<file path="src/rtl/dual_hazard_stall_unit_if.sv">
// dual_hazard_stall_unit_if: hazard-unit signal bundle between the ID/EX/MEM stages and the stall controller
// Ports: none; the bundle carries the ID sources/destinations, EX load info, MEM branch outcomes
// (driven by master) and the PC/IFID/IDEX control outputs (driven by slave).
// StallCount exists only when HAZARD_PERF_EN is defined.
interface dual_hazard_stall_unit_if;
    logic [4:0] Rs_id_inst1, Rt_id_inst1, Rs_id_inst2, Rt_id_inst2;
    logic       UseRs_id_inst1, UseRt_id_inst1, UseRs_id_inst2, UseRt_id_inst2;
    logic       RegWriteEn_id_inst1;
    logic [4:0] Dest_id_inst1;
    logic       MemAcc_id_inst1, MemAcc_id_inst2;
    logic       MemRead_ex_inst1, MemRead_ex_inst2;
    logic [4:0] Dest_ex_inst1, Dest_ex_inst2;
    logic       BranchTaken_mem_inst1, BranchTaken_mem_inst2;
    logic       PCWriteEn, IFIDWriteEn;
    logic [1:0] IDEXBubble;
    logic       SplitIssue, FlushIFID, FlushIDEX, KillMem_inst2;
`ifdef HAZARD_PERF_EN
    logic [31:0] StallCount;
`endif

    modport master (
        output Rs_id_inst1, Rt_id_inst1, Rs_id_inst2, Rt_id_inst2,
        output UseRs_id_inst1, UseRt_id_inst1, UseRs_id_inst2, UseRt_id_inst2,
        output RegWriteEn_id_inst1, Dest_id_inst1, MemAcc_id_inst1, MemAcc_id_inst2,
        output MemRead_ex_inst1, MemRead_ex_inst2, Dest_ex_inst1, Dest_ex_inst2,
        output BranchTaken_mem_inst1, BranchTaken_mem_inst2,
`ifdef HAZARD_PERF_EN
        input  StallCount,
`endif
        input  PCWriteEn, IFIDWriteEn, IDEXBubble, SplitIssue, FlushIFID, FlushIDEX, KillMem_inst2
    );

    modport slave (
        input  Rs_id_inst1, Rt_id_inst1, Rs_id_inst2, Rt_id_inst2,
        input  UseRs_id_inst1, UseRt_id_inst1, UseRs_id_inst2, UseRt_id_inst2,
        input  RegWriteEn_id_inst1, Dest_id_inst1, MemAcc_id_inst1, MemAcc_id_inst2,
        input  MemRead_ex_inst1, MemRead_ex_inst2, Dest_ex_inst1, Dest_ex_inst2,
        input  BranchTaken_mem_inst1, BranchTaken_mem_inst2,
`ifdef HAZARD_PERF_EN
        output StallCount,
`endif
        output PCWriteEn, IFIDWriteEn, IDEXBubble, SplitIssue, FlushIFID, FlushIDEX, KillMem_inst2
    );
endinterface

</file>
<file path="src/rtl/dual_hazard_stall_unit.sv">
// dual_hazard_stall_unit: load-use stall, intra-pair split-issue and branch-flush controller for the dual-issue pipeline
// Ports:
//   clk  - pipeline clock, rising edge
//   rst  - asynchronous active-low reset
//   bus  - dual_hazard_stall_unit_if.slave: ID/EX/MEM hazard inputs, PC/IFID/IDEX control outputs
// Parameter LOAD_STALL_CYCLES (1..7): stall cycles per load-use hazard.
// Optional macro HAZARD_PERF_EN: adds the 32-bit StallCount perf counter (cycles with PCWriteEn low).
module dual_hazard_stall_unit #(
    parameter int LOAD_STALL_CYCLES = 1
) (
    input logic clk,
    input logic rst,
    dual_hazard_stall_unit_if.slave bus
);
    typedef enum logic [1:0] {RUN, LOAD_STALL, SPLIT} state_t;

    // The RUN cycle that detects the hazard is the first stall cycle, so
    // LOAD_STALL only has to cover the remaining LOAD_STALL_CYCLES-1.
    localparam logic [2:0] LOAD_CNT = LOAD_STALL_CYCLES > 1 ? 3'(LOAD_STALL_CYCLES - 2) : 3'd0;

    state_t     state, state_nx;
    logic [2:0] cnt, cnt_nx;
    logic       pc_we, ifid_we, split, flush, kill;
    logic [1:0] bubble;
    logic [1:0] ld_i1, ld_i2;
    logic       ld_all, ld2, pair_haz, branch;

    function automatic logic src_hit(input logic mr, input logic [4:0] d,
                                     input logic u_rs, input logic [4:0] rs,
                                     input logic u_rt, input logic [4:0] rt);
        return mr && d != 5'd0 && ((u_rs && rs == d) || (u_rt && rt == d));
    endfunction

    // Per EX lane: does its load feed a used source of ID inst1 / inst2
    assign ld_i1[0] = src_hit(bus.MemRead_ex_inst1, bus.Dest_ex_inst1, bus.UseRs_id_inst1, bus.Rs_id_inst1, bus.UseRt_id_inst1, bus.Rt_id_inst1);
    assign ld_i1[1] = src_hit(bus.MemRead_ex_inst2, bus.Dest_ex_inst2, bus.UseRs_id_inst1, bus.Rs_id_inst1, bus.UseRt_id_inst1, bus.Rt_id_inst1);
    assign ld_i2[0] = src_hit(bus.MemRead_ex_inst1, bus.Dest_ex_inst1, bus.UseRs_id_inst2, bus.Rs_id_inst2, bus.UseRt_id_inst2, bus.Rt_id_inst2);
    assign ld_i2[1] = src_hit(bus.MemRead_ex_inst2, bus.Dest_ex_inst2, bus.UseRs_id_inst2, bus.Rs_id_inst2, bus.UseRt_id_inst2, bus.Rt_id_inst2);
    assign ld_all   = |{ld_i1, ld_i2};
    assign ld2      = |ld_i2;
    assign branch   = bus.BranchTaken_mem_inst1 || bus.BranchTaken_mem_inst2;
    assign pair_haz = src_hit(bus.RegWriteEn_id_inst1, bus.Dest_id_inst1, bus.UseRs_id_inst2, bus.Rs_id_inst2, bus.UseRt_id_inst2, bus.Rt_id_inst2)
                   || (bus.MemAcc_id_inst1 && bus.MemAcc_id_inst2);

    always_ff @(posedge clk or negedge rst) begin
        if (!rst) begin
            state <= RUN;
            cnt   <= 3'd0;
        end else begin
            state <= state_nx;
            cnt   <= cnt_nx;
        end
    end

    always_comb begin
        state_nx = state;
        cnt_nx   = cnt;
        pc_we    = 1'b1;
        ifid_we  = 1'b1;
        bubble   = 2'b00;
        split    = 1'b0;
        flush    = 1'b0;
        kill     = 1'b0;
        if (branch) begin
            // Taken branch wins over any stall; lane 2 in MEM is younger than a taken lane-1 branch
            flush    = 1'b1;
            kill     = bus.BranchTaken_mem_inst1;
            state_nx = RUN;
            cnt_nx   = 3'd0;
        end else begin
            case (state)
                RUN: begin
                    if (ld_all) begin
                        pc_we   = 1'b0;
                        ifid_we = 1'b0;
                        bubble  = 2'b11;
                        if (LOAD_STALL_CYCLES > 1) begin
                            state_nx = LOAD_STALL;
                            cnt_nx   = LOAD_CNT;
                        end
                    end else if (pair_haz) begin
                        pc_we    = 1'b0;
                        ifid_we  = 1'b0;
                        bubble   = 2'b10;
                        state_nx = SPLIT;
                    end
                end
                LOAD_STALL: begin
                    pc_we   = 1'b0;
                    ifid_we = 1'b0;
                    bubble  = 2'b11;
                    if (cnt == 3'd0) state_nx = RUN;
                    else cnt_nx = cnt - 3'd1;
                end
                SPLIT: begin
                    split = 1'b1;
                    if (ld2) begin
                        pc_we   = 1'b0;
                        ifid_we = 1'b0;
                        bubble  = 2'b11;
                    end else begin
                        bubble   = 2'b01;
                        state_nx = RUN;
                    end
                end
                default: state_nx = RUN;
            endcase
        end
    end

    assign bus.PCWriteEn     = pc_we;
    assign bus.IFIDWriteEn   = ifid_we;
    assign bus.IDEXBubble    = bubble;
    assign bus.SplitIssue    = split;
    assign bus.FlushIFID     = flush;
    assign bus.FlushIDEX     = flush;
    assign bus.KillMem_inst2 = kill;

`ifdef HAZARD_PERF_EN
    logic [31:0] stall_count;

    always_ff @(posedge clk or negedge rst) begin
        if (!rst) stall_count <= 32'd0;
        else if (!pc_we) stall_count <= stall_count + 32'd1;
    end

    assign bus.StallCount = stall_count;
`endif
endmodule

</file>
<file path="src/flat_wrapper.sv">
// flat-port wrapper written by rule: the top's interface ports become plain ports
module dual_hazard_stall_unit_flat 
#(
    parameter int LOAD_STALL_CYCLES = 1
)
  (clk, rst, bus_Rs_id_inst1, bus_Rt_id_inst1, bus_Rs_id_inst2, bus_Rt_id_inst2, bus_UseRs_id_inst1, bus_UseRt_id_inst1, bus_UseRs_id_inst2, bus_UseRt_id_inst2, bus_RegWriteEn_id_inst1, bus_Dest_id_inst1, bus_MemAcc_id_inst1, bus_MemAcc_id_inst2, bus_MemRead_ex_inst1, bus_MemRead_ex_inst2, bus_Dest_ex_inst1, bus_Dest_ex_inst2, bus_BranchTaken_mem_inst1, bus_BranchTaken_mem_inst2, bus_PCWriteEn, bus_IFIDWriteEn, bus_IDEXBubble, bus_SplitIssue, bus_FlushIFID, bus_FlushIDEX, bus_KillMem_inst2);
  dual_hazard_stall_unit_if bus_i ();
  input logic clk;
  input logic rst;
  input wire logic [$bits(bus_i.Rs_id_inst1)-1:0] bus_Rs_id_inst1;
  input wire logic [$bits(bus_i.Rt_id_inst1)-1:0] bus_Rt_id_inst1;
  input wire logic [$bits(bus_i.Rs_id_inst2)-1:0] bus_Rs_id_inst2;
  input wire logic [$bits(bus_i.Rt_id_inst2)-1:0] bus_Rt_id_inst2;
  input wire logic [$bits(bus_i.UseRs_id_inst1)-1:0] bus_UseRs_id_inst1;
  input wire logic [$bits(bus_i.UseRt_id_inst1)-1:0] bus_UseRt_id_inst1;
  input wire logic [$bits(bus_i.UseRs_id_inst2)-1:0] bus_UseRs_id_inst2;
  input wire logic [$bits(bus_i.UseRt_id_inst2)-1:0] bus_UseRt_id_inst2;
  input wire logic [$bits(bus_i.RegWriteEn_id_inst1)-1:0] bus_RegWriteEn_id_inst1;
  input wire logic [$bits(bus_i.Dest_id_inst1)-1:0] bus_Dest_id_inst1;
  input wire logic [$bits(bus_i.MemAcc_id_inst1)-1:0] bus_MemAcc_id_inst1;
  input wire logic [$bits(bus_i.MemAcc_id_inst2)-1:0] bus_MemAcc_id_inst2;
  input wire logic [$bits(bus_i.MemRead_ex_inst1)-1:0] bus_MemRead_ex_inst1;
  input wire logic [$bits(bus_i.MemRead_ex_inst2)-1:0] bus_MemRead_ex_inst2;
  input wire logic [$bits(bus_i.Dest_ex_inst1)-1:0] bus_Dest_ex_inst1;
  input wire logic [$bits(bus_i.Dest_ex_inst2)-1:0] bus_Dest_ex_inst2;
  input wire logic [$bits(bus_i.BranchTaken_mem_inst1)-1:0] bus_BranchTaken_mem_inst1;
  input wire logic [$bits(bus_i.BranchTaken_mem_inst2)-1:0] bus_BranchTaken_mem_inst2;
  output wire logic [$bits(bus_i.PCWriteEn)-1:0] bus_PCWriteEn;
  output wire logic [$bits(bus_i.IFIDWriteEn)-1:0] bus_IFIDWriteEn;
  output wire logic [$bits(bus_i.IDEXBubble)-1:0] bus_IDEXBubble;
  output wire logic [$bits(bus_i.SplitIssue)-1:0] bus_SplitIssue;
  output wire logic [$bits(bus_i.FlushIFID)-1:0] bus_FlushIFID;
  output wire logic [$bits(bus_i.FlushIDEX)-1:0] bus_FlushIDEX;
  output wire logic [$bits(bus_i.KillMem_inst2)-1:0] bus_KillMem_inst2;
  assign bus_i.Rs_id_inst1 = bus_Rs_id_inst1;
  assign bus_i.Rt_id_inst1 = bus_Rt_id_inst1;
  assign bus_i.Rs_id_inst2 = bus_Rs_id_inst2;
  assign bus_i.Rt_id_inst2 = bus_Rt_id_inst2;
  assign bus_i.UseRs_id_inst1 = bus_UseRs_id_inst1;
  assign bus_i.UseRt_id_inst1 = bus_UseRt_id_inst1;
  assign bus_i.UseRs_id_inst2 = bus_UseRs_id_inst2;
  assign bus_i.UseRt_id_inst2 = bus_UseRt_id_inst2;
  assign bus_i.RegWriteEn_id_inst1 = bus_RegWriteEn_id_inst1;
  assign bus_i.Dest_id_inst1 = bus_Dest_id_inst1;
  assign bus_i.MemAcc_id_inst1 = bus_MemAcc_id_inst1;
  assign bus_i.MemAcc_id_inst2 = bus_MemAcc_id_inst2;
  assign bus_i.MemRead_ex_inst1 = bus_MemRead_ex_inst1;
  assign bus_i.MemRead_ex_inst2 = bus_MemRead_ex_inst2;
  assign bus_i.Dest_ex_inst1 = bus_Dest_ex_inst1;
  assign bus_i.Dest_ex_inst2 = bus_Dest_ex_inst2;
  assign bus_i.BranchTaken_mem_inst1 = bus_BranchTaken_mem_inst1;
  assign bus_i.BranchTaken_mem_inst2 = bus_BranchTaken_mem_inst2;
  assign bus_PCWriteEn = bus_i.PCWriteEn;
  assign bus_IFIDWriteEn = bus_i.IFIDWriteEn;
  assign bus_IDEXBubble = bus_i.IDEXBubble;
  assign bus_SplitIssue = bus_i.SplitIssue;
  assign bus_FlushIFID = bus_i.FlushIFID;
  assign bus_FlushIDEX = bus_i.FlushIDEX;
  assign bus_KillMem_inst2 = bus_i.KillMem_inst2;
  dual_hazard_stall_unit #(.LOAD_STALL_CYCLES(LOAD_STALL_CYCLES)) u_core (.clk(clk), .rst(rst), .bus(bus_i));
endmodule
</file>
<file path="config.mk">
export PLATFORM = sky130hd
export DESIGN_NAME = dual_hazard_stall_unit_flat
export DESIGN_NICKNAME = d
export VERILOG_FILES = /design/src/rtl/dual_hazard_stall_unit_if.sv /design/src/rtl/dual_hazard_stall_unit.sv /design/src/flat_wrapper.sv
export SDC_FILE = /design/constraint.sdc
export NUM_CORES = 1
export LEC_CHECK = 0
export ABC_CLOCK_PERIOD_IN_PS = 5900
export CELL_PAD_IN_SITES_DETAIL_PLACEMENT = 0
export CELL_PAD_IN_SITES_GLOBAL_PLACEMENT = 2
export CORE_MARGIN = 8
export CORE_UTILIZATION = 19
export CTS_CLUSTER_SIZE = 10
export DETAILED_ROUTE_END_ITERATION = 7
export GPL_TIMING_DRIVEN = 0
export PLACE_DENSITY = 0.9
export SKIP_CTS_REPAIR_TIMING = 1
export SYNTH_ARGS = -nofsm -noshare
export SYNTH_HDL_FRONTEND = slang
export SYNTH_SLANG_ARGS = --single-unit
</file>
<file path="constraint.sdc">
create_clock -name clk -period 5.9 [get_ports clk]
set_clock_uncertainty 0.15 [all_clocks]
set_input_delay 0.885 -clock clk [delete_from_list [all_inputs] [get_ports clk]]
set_output_delay 0.885 -clock clk [all_outputs]
set_load 0.03 [all_outputs]
</file>
==> After elaboration in Yosys (flattened, before gate mapping) <==
Index checks and enable logic that the tools add are counted.
{ "word_totals": {"reg_bits": 5, "out_inout_bits": 8, "wordCells": 79} }
{ "op_classes": {"add_sub_neg": 1, "reduce_logical": 36, "n_eq_ne": 17, "n_mux": 23} }
{ "ops": {"columns": ["cell", "count"], "rows": [
  ["== test 5 bit", 10],
  ["logical AND 1 bit", 19],
  ["2-to-1 mux 2 bit", 9],
  ["nonzero test 5 bit", 3],
  ["case mux 2 bit (3 select lines)", 2],
  ["2-to-1 mux 3 bit", 3],
  ["2-to-1 mux 1 bit", 8],
  ["logical OR 1 bit", 7],
  ["inequality test 3 x 1 -> 1 bit (second input constant)", 2],
  ["inequality test 3 bit (second input constant)", 2],
  ["AND reduction 4 bit", 1],
  ["OR reduction 4 bit", 1],
  ["logical NOT 3 bit", 1],
  ["case mux 1 bit (3 select lines)", 1],
  ["subtractor 3 x 1 -> 3 bit (second input constant)", 1],
  ["== test 2 x 1 -> 1 bit (second input constant)", 1],
  ["== test 2 bit (second input constant)", 1],
  ["logical NOT 2 bit", 1],
  ["inequality test 2 x 1 -> 1 bit (second input constant)", 1],
  ["AND reduction 2 bit", 1],
  ["nonzero test 2 bit", 1],
  ["OR reduction 2 bit", 1]
]} }

==> Depth between registers and ports, before layout <==
Gate-level depths: netlist (run 1).
{ "depth": {"word_depth": 9, "depth_mapped": 8} }

==> Worst setup path after synthesis (run 1) <==
Ideal clock, no wire load.
{ "synth_timing": {"path_type": "input to output", "from": "input port bus_Dest_ex_inst2[3]", "to": "output port bus_PCWriteEn", "path_buffers": 2, "setup_slack_ns": 2.036, "arrival_ns": 2.829, "t_required_ns": 4.865, "path_stages": 7, "cell_sequence": "buf_2 or4_4 o21ai_4 inv_2 a22o_1 o221ai_1 buf_4"} }
{ "synth_via": {"elab_chain_cells": 8} }
{ "synth_rtl": {"columns": ["element", "line", "source"], "rows": [
  ["start, declared", "flat_wrapper.sv:25", "input wire logic [$bits(bus_i.Dest_ex_inst2)-1:0] bus_Dest_ex_inst2;"],
  ["== test 5 bit", "dual_hazard_stall_unit.sv:31", "return mr && d != 5'd0 && ((u_rs && rs == d) || (u_rt && rt == d));"],
  ["logical AND 1 bit", "dual_hazard_stall_unit.sv:31", null],
  ["logical OR 1 bit", "dual_hazard_stall_unit.sv:31", null],
  ["logical AND 1 bit", "dual_hazard_stall_unit.sv:31", null],
  ["OR reduction 4 bit or OR reduction 2 bit (tied branches)", "dual_hazard_stall_unit.sv:39, dual_hazard_stall_unit.sv:40", null],
  ["2-to-1 mux 1 bit (on tied branches)", null, null],
  ["case mux 1 bit (3 select lines) (*)", null, null],
  ["2-to-1 mux 1 bit (*)", null, null],
  ["end, declared", "flat_wrapper.sv:28", "output wire logic [$bits(bus_i.PCWriteEn)-1:0] bus_PCWriteEn;"]
]} }
Every way passes the cells marked *; elsewhere a longest branch is shown, timed or not.

==> Worst setup path in the final report (run 1) <==
{ "layout_timing": {"from": "input port bus_Rs_id_inst1[3]", "to": "output port bus_PCWriteEn"} }
{ "layout_via": {"elab_chain_cells": 8} }
{ "layout_rtl": {"columns": ["element", "line", "source"], "rows": [
  ["start, declared", "flat_wrapper.sv:10", "input wire logic [$bits(bus_i.Rs_id_inst1)-1:0] bus_Rs_id_inst1;"],
  ["== test 5 bit", "dual_hazard_stall_unit.sv:31", null],
  ["logical AND 1 bit", "dual_hazard_stall_unit.sv:31", null],
  ["logical OR 1 bit", "dual_hazard_stall_unit.sv:31", null],
  ["logical AND 1 bit", "dual_hazard_stall_unit.sv:31", null],
  ["OR reduction 4 bit (*)", "dual_hazard_stall_unit.sv:39", "assign ld_all = |{ld_i1, ld_i2};"],
  ["2-to-1 mux 1 bit (*)", "dual_hazard_stall_unit.sv:73", "if (ld_all) begin"],
  ["case mux 1 bit (3 select lines) (*)", "dual_hazard_stall_unit.sv:71", "case (state)"],
  ["2-to-1 mux 1 bit (*)", "dual_hazard_stall_unit.sv:64", "if (branch) begin"]
]} }
Marked as above.

==> results of run 1 <==
[placed cells by master, fill, tap and decap left out, types with 2 or more instances in the layout]
master / synthesis / layout
nand3_1: 2 / 2
and3_1: 2 / 2
o22ai_1: 2 / 2
buf_6: 2 / 2
clkdlybuf4s50_1: 0 / 45
nand2_1: 7 / 7
xor2_1: 24 / 24
a311oi_1: 2 / 2
buf_4: 2 / 2
xnor2_1: 26 / 26
nand4_1: 4 / 4
buf_2: 8 / 8
inv_1: 3 / 3
nor4_1: 6 / 6
nor2_1: 3 / 3
[kinds of logic (layout without fill, tap and decap cells)]
kind of cell / Yosys count / after routing
AOI/OAI and AO/OA: 14 / 14
xor gates and xnor gates: 50 / 50
buffers and inverters: 17 / 62
DFF: 1 / 1
and+or+nand+nor: 27 / 27
[routing by layer]
layer | up-vias | track usage [%]
met3 | 0 | 1.73
met1 | 404 | 11.0
met5 | - | 0
met4 | 0 | 0
li1 | 464 | -
met2 | 31 | 15.2
[layout make-up]
cell class / instances / area, um2 / share of cell area (%)
Buffer: 13 / 81.3 / 5.98
Inverter: 4 / 15.0 / 1.10
Multi-Input combinational cell: 91 / 723 / 53.2
Sequential cell: 1 / 25.0 / 1.84
Tap cell: 52 / 65.1 / 4.78
Timing Repair Buffer: 45 / 450 / 33.1
[stage by stage]
step / setup WS [ns] / instance area (um2) / instances / hold WS, ns / power [W]
finish: 1.50 / 1360 / 206 / 0.345 / 0.000103
global route: 1.38 / 1360 / 206 / 0.373 / 0.000111
CTS: 1.49 / 1360 / 206 / 0.349 / 0.000104
detailed placement: 1.50 / 1360 / 206 / 0.347 / 0.000104
global placement: 1.51 / 1360 / 206 / 0.345 / 0.000103
floorplan: 2.04 / 845 / 109 / 0.324 / 0.0000586
[how the worst max path moves through the flow]
stage	start	to	slack [ns]	cells after the start
global route	bus_Rs_id_inst1[0]	bus_PCWriteEn	1.38	9
detailed placement	bus_Rs_id_inst1[3]	bus_PCWriteEn	1.50	9
finish	bus_Rs_id_inst1[3]	bus_PCWriteEn	1.50	9
global placement	bus_Rs_id_inst1[3]	bus_PCWriteEn	1.51	9
floorplan	bus_Dest_ex_inst2[3]	bus_PCWriteEn	2.04	7
CTS	bus_Rs_id_inst1[3]	bus_PCWriteEn	1.49	9
[worst reg2reg max path, stage by stage (launching register included)]
cell and delay [ns]:
dfrtp_1 0.36, inv_1 0.08, nor2_1 0.14, nand2_1 0.08
o41ai_2 0.05
[cells in the mapped netlist, types with 2 or more instances]
cell and instances:
a311oi_1 2, nand3_1 2, nand4_1 4, buf_6 2, buf_2 8, nand2_1 7
xnor2_1 26, o22ai_1 2, buf_4 2, xor2_1 24, and3_1 2, inv_1 3
nor2_1 3, nor4_1 6
[power by group]
part / internal [W] / total (W) / switching [W]
logic: 0.0000532 / 0.0000959 / 0.0000428
clock network: 0 / 0 / 0
registers: 0.00000721 / 0.00000742 / 0.000000207
total: 0.0000604 / 0.000103 / 0.0000430
==> reports/results.ini, run 1 <==
[sta]
timing.setup.tns_ns=0
rsz0062_at_grt=no
relSlewSlack_pct=78.6
fmax_ghz=0.227
final-setup-viol-count=0
hold_violations=0
min_period_ns=4.40
drv_slew=0
worst_slew_pin_slew_ns=0.320
finalCritPeriodShare_pct=74.6

[detailed_routing]
top_layer=met3
met3_length_um=272
m1WireLength_mm=1.31
first_iter_violations=15
ant_nets=0
drcViolationCount=0
firstDrtPassIters=4
routed_wl_mm=3.07
dr_total_vias=899
vias_per_cell=4.36
wl_per_cell_um=14.9
routed-wl-met2_mm=1.49

[setup_path]
crit_chain=clkdlybuf4s50_1, xor2_1, nor4_1, and3_1, a311oi_1, o22ai_2, o221ai_1, buf_4, clkdlybuf4s50_1
reg2reg_slack_ns=4.94
max_stage_delay_ns=0.66
required_ns=4.87
end_kind=output port
r2r-end=u_core.state[1]
setup.worst_path.start_class=primary input
cp_common_cell=clkdlybuf4s50_1
r2r_start=u_core.state[1]
worst-path-buf-inv=3
slowest_stage=clkdlybuf4s50_1
r2r_cells=4
crit_type=primary input to output port
path_delay_family=buffers and inverters
crit_fanout=4
critPathArrivalTime_ns=3.37

[global_routing]
grt_max_degree=6
grtUsageTotal_pct=8.58
grt_pass1_vias=954
grt_pass1_wl_mm=4.81
antenna_found_initial=0
grt.overflow.total=0

[hold_path]
hold_path_end=u_core.state[1]
hp-class=flop to flop
min_path_cells=1
min_from=u_core.state[1]

[synth]
yosysSeqAreaShare_pct=2.96
ys_types=30
syn_area_um2=845
synthFlopType=dfrtp_1
synth_edf_count=0
avgSynthCellArea_um2=7.75
synthAdderAreaFrac_pct=0
yosysWarningCount=0
synth_xor_area_share_pct=51.9
syn_nets=157
synth_top_area_cell=xnor2_1
syn_inst=109
yosysTopAreaCellShare_pct=27.0
ys_async_sr_fraction_pct=100
yosys.area_share.simple_pct=17.3
synthMuxAreaShare_pct=0
synth_compound_area_share_pct=16.4
synth_top_family_by_area=XOR/XNOR gates
ys_ff_latch=1
synth_area_leaders=xnor2_1 27%, xor2_1 25%, buf_2 4.7%

[cells_and_area]
postLayoutCoreUtil_pct=31.5
nets=204
regMostFlops=u_core.state
largest_reg_flops=1
antenna_cells=0
syn_to_final_growth_pct=61.0
reg_top3=u_core.state: 1 flops
drive_gt1_share_pct=11.7
fillerInstances=486

[placement]
dp_hpwl_mm=2.69
finalWeightedCongestion=0.846
portBuffers=45

[floorplanning]
core_um2=4320
io_pins=56
rows=24
die_h_um=82.7
die_x_um=82.7
initial_core_util_pct=19.5
die_area_um2=6830

[job]
drv_cap=0

[pwr]
power_density_nw_per_um2=76.0
p_leak_nw=0.490
ir_drop_mv=0.0344

[status]
outcome=completed

[clock_tree]
clock_latency_ns=0
clk_pin_slew_ns=0

Power figures use the tool's default switching activity.
==> inputs of run 2 (changes only) <==
ABC_CLOCK_PERIOD_IN_PS = 4600   (was 5900)
CORE_UTILIZATION = 18   (was 19)
PLACE_DENSITY = 0.86   (was 0.9)
clock period = 4.6 ns   (was 5.9 ns; I/O delays follow)
==> run 2 against run 1 <==
Effect of this change: global-route usage shrank 0.37 points; core utilization shrank 2.0 points; worst setup slack lost 0.86 ns; combinational power grew 28%; die area grew 4.5%; register-to-register slack lost 1.3 ns; largest power group unchanged.
==> reports/results.ini, run 2 (synthesis results as in run 1) <==
[placement]
finalWeightedCongestion=0.762
portBuffers=45
placed_area_um2=1360
dp_hpwl_mm=2.70

[cells_and_area]
nets=204
fin_area_um2=1360
largest_reg_flops=1
mostFrequentLayoutCells=45 x clkdlybuf4s50_1, 26 x xnor2_1, 24 x xor2_1, 8 x buf_2, 7 x nand2_1
syn_to_final_growth_pct=61.3
reg_top3=u_core.state: 1 flops
fillerInstances=498
drive_gt1_share_pct=11.7
antenna_cells=0
mostFrequentLayoutCell=clkdlybuf4s50_1
postLayoutCoreUtil_pct=29.4
regMostFlops=u_core.state

[floorplanning]
die_h_um=84.5
rows=25
initial_core_util_pct=18.2
io_pins=56
core_um2=4630
die_area_um2=7140
die_x_um=84.5

[clock_tree]
clock_latency_ns=0
clk_pin_slew_ns=0

[sta]
hold_violations=0
drv_slew=0
fmax_ghz=0.252
relSlewSlack_pct=78.8
min_period_ns=3.96
final-setup-viol-count=0
worst_slew_pin_slew_ns=0.317
timing.setup.tns_ns=0
finalCritPeriodShare_pct=86.1
rsz0062_at_grt=no

[detailed_routing]
firstDrtPassIters=3
vias_per_cell=4.17
first_iter_violations=11
drcViolationCount=0
wl_per_cell_um=14.7
dr_total_vias=867
routed_wl_mm=3.05
ant_nets=0

[global_routing]
grt_pass1_vias=995
grtUsageTotal_pct=8.21
grt_max_degree=6
grt_pass1_wl_mm=4.93
antenna_found_initial=0
grt.overflow.total=0

[pwr]
power_density_nw_per_um2=97.1
ir_drop_mv=0.0414
p_leak_nw=0.490
power.total_w=0.000132

[hold_path]
min_from=u_core.state[1]
hp-class=flop to flop

[setup_path]
crit_fanout=4
required_ns=3.76
end_kind=output port
critPathArrivalTime_ns=3.12
critical_path.startpoint=bus_Rs_id_inst1[3]
crit_type=primary input to output port
r2r_start=u_core.state[1]
setup.worst_path.start_class=primary input

[job]
drv_cap=0

[status]
outcome=completed

==> run 2: cell counts in the layout (fill, tap and decap cells not counted) <==
Identical to the previous run, type by type.
==> run 2: through the flow <==
stage | hold WS (ns) | setup slack (ns) | instances
detailed placement | 0.339 | 0.618 | 208
global route | 0.376 | 0.471 | 208
floorplan | 0.244 | 1.13 | 109
global placement | 0.347 | 0.587 | 208
finish | 0.340 | 0.638 | 208
CTS | 0.342 | 0.612 | 208
==> run 2: critical path: stages <==
cell and delay, ns:
clkdlybuf4s50_1 0.51, xor2_1 0.16, nor4_1 0.08, and3_1 0.17, a311oi_1 0.29, o22ai_2 0.16
o221ai_1 0.26, buf_4 0.15, clkdlybuf4s50_1 0.66
==> run 2: power breakdown <==
group	switching, W	internal [W]
registers	0.000000255	0.00000925
clock network	0	0
logic	0.0000546	0.0000682
total	0.0000549	0.0000774
==> run 2: path summary, 6_finish.rpt <==
check,to,slack (ns),cells after the start
max in group asynchronous,u_core.state[1],3.50,1
min in group asynchronous,u_core.state[1],0.69,1
max,bus_PCWriteEn,0.64,9
min,u_core.state[1],0.34,1
max reg2reg,u_core.state[1],3.64,4
min reg2reg,u_core.state[1],0.34,1
==> run 2: layout make-up <==
class / count / area, um2 / share of cell area [%]
buffer: 13 / 81.3 / 5.97
inverter: 4 / 15.0 / 1.10
multi-input combinational: 91 / 723 / 53.1
sequential: 1 / 25.0 / 1.84
tap: 54 / 67.6 / 4.96
timing repair buffer: 45 / 450 / 33.1
==> run 2: per-layer routing <==
layer | wire, um | global-route usage [%]
met1 | 1470 | 10.6
met2 | 1390 | 14.2
met4 | 0 | 0.162
met5 | 0 | 0
met3 | 188 | 1.76
==> inputs of run 3 (changes only) <==
ABC_AREA = 0   (was default)
==> results of run 3 <==
No change in the layout: final DEF, timing and power equal those of run 2.
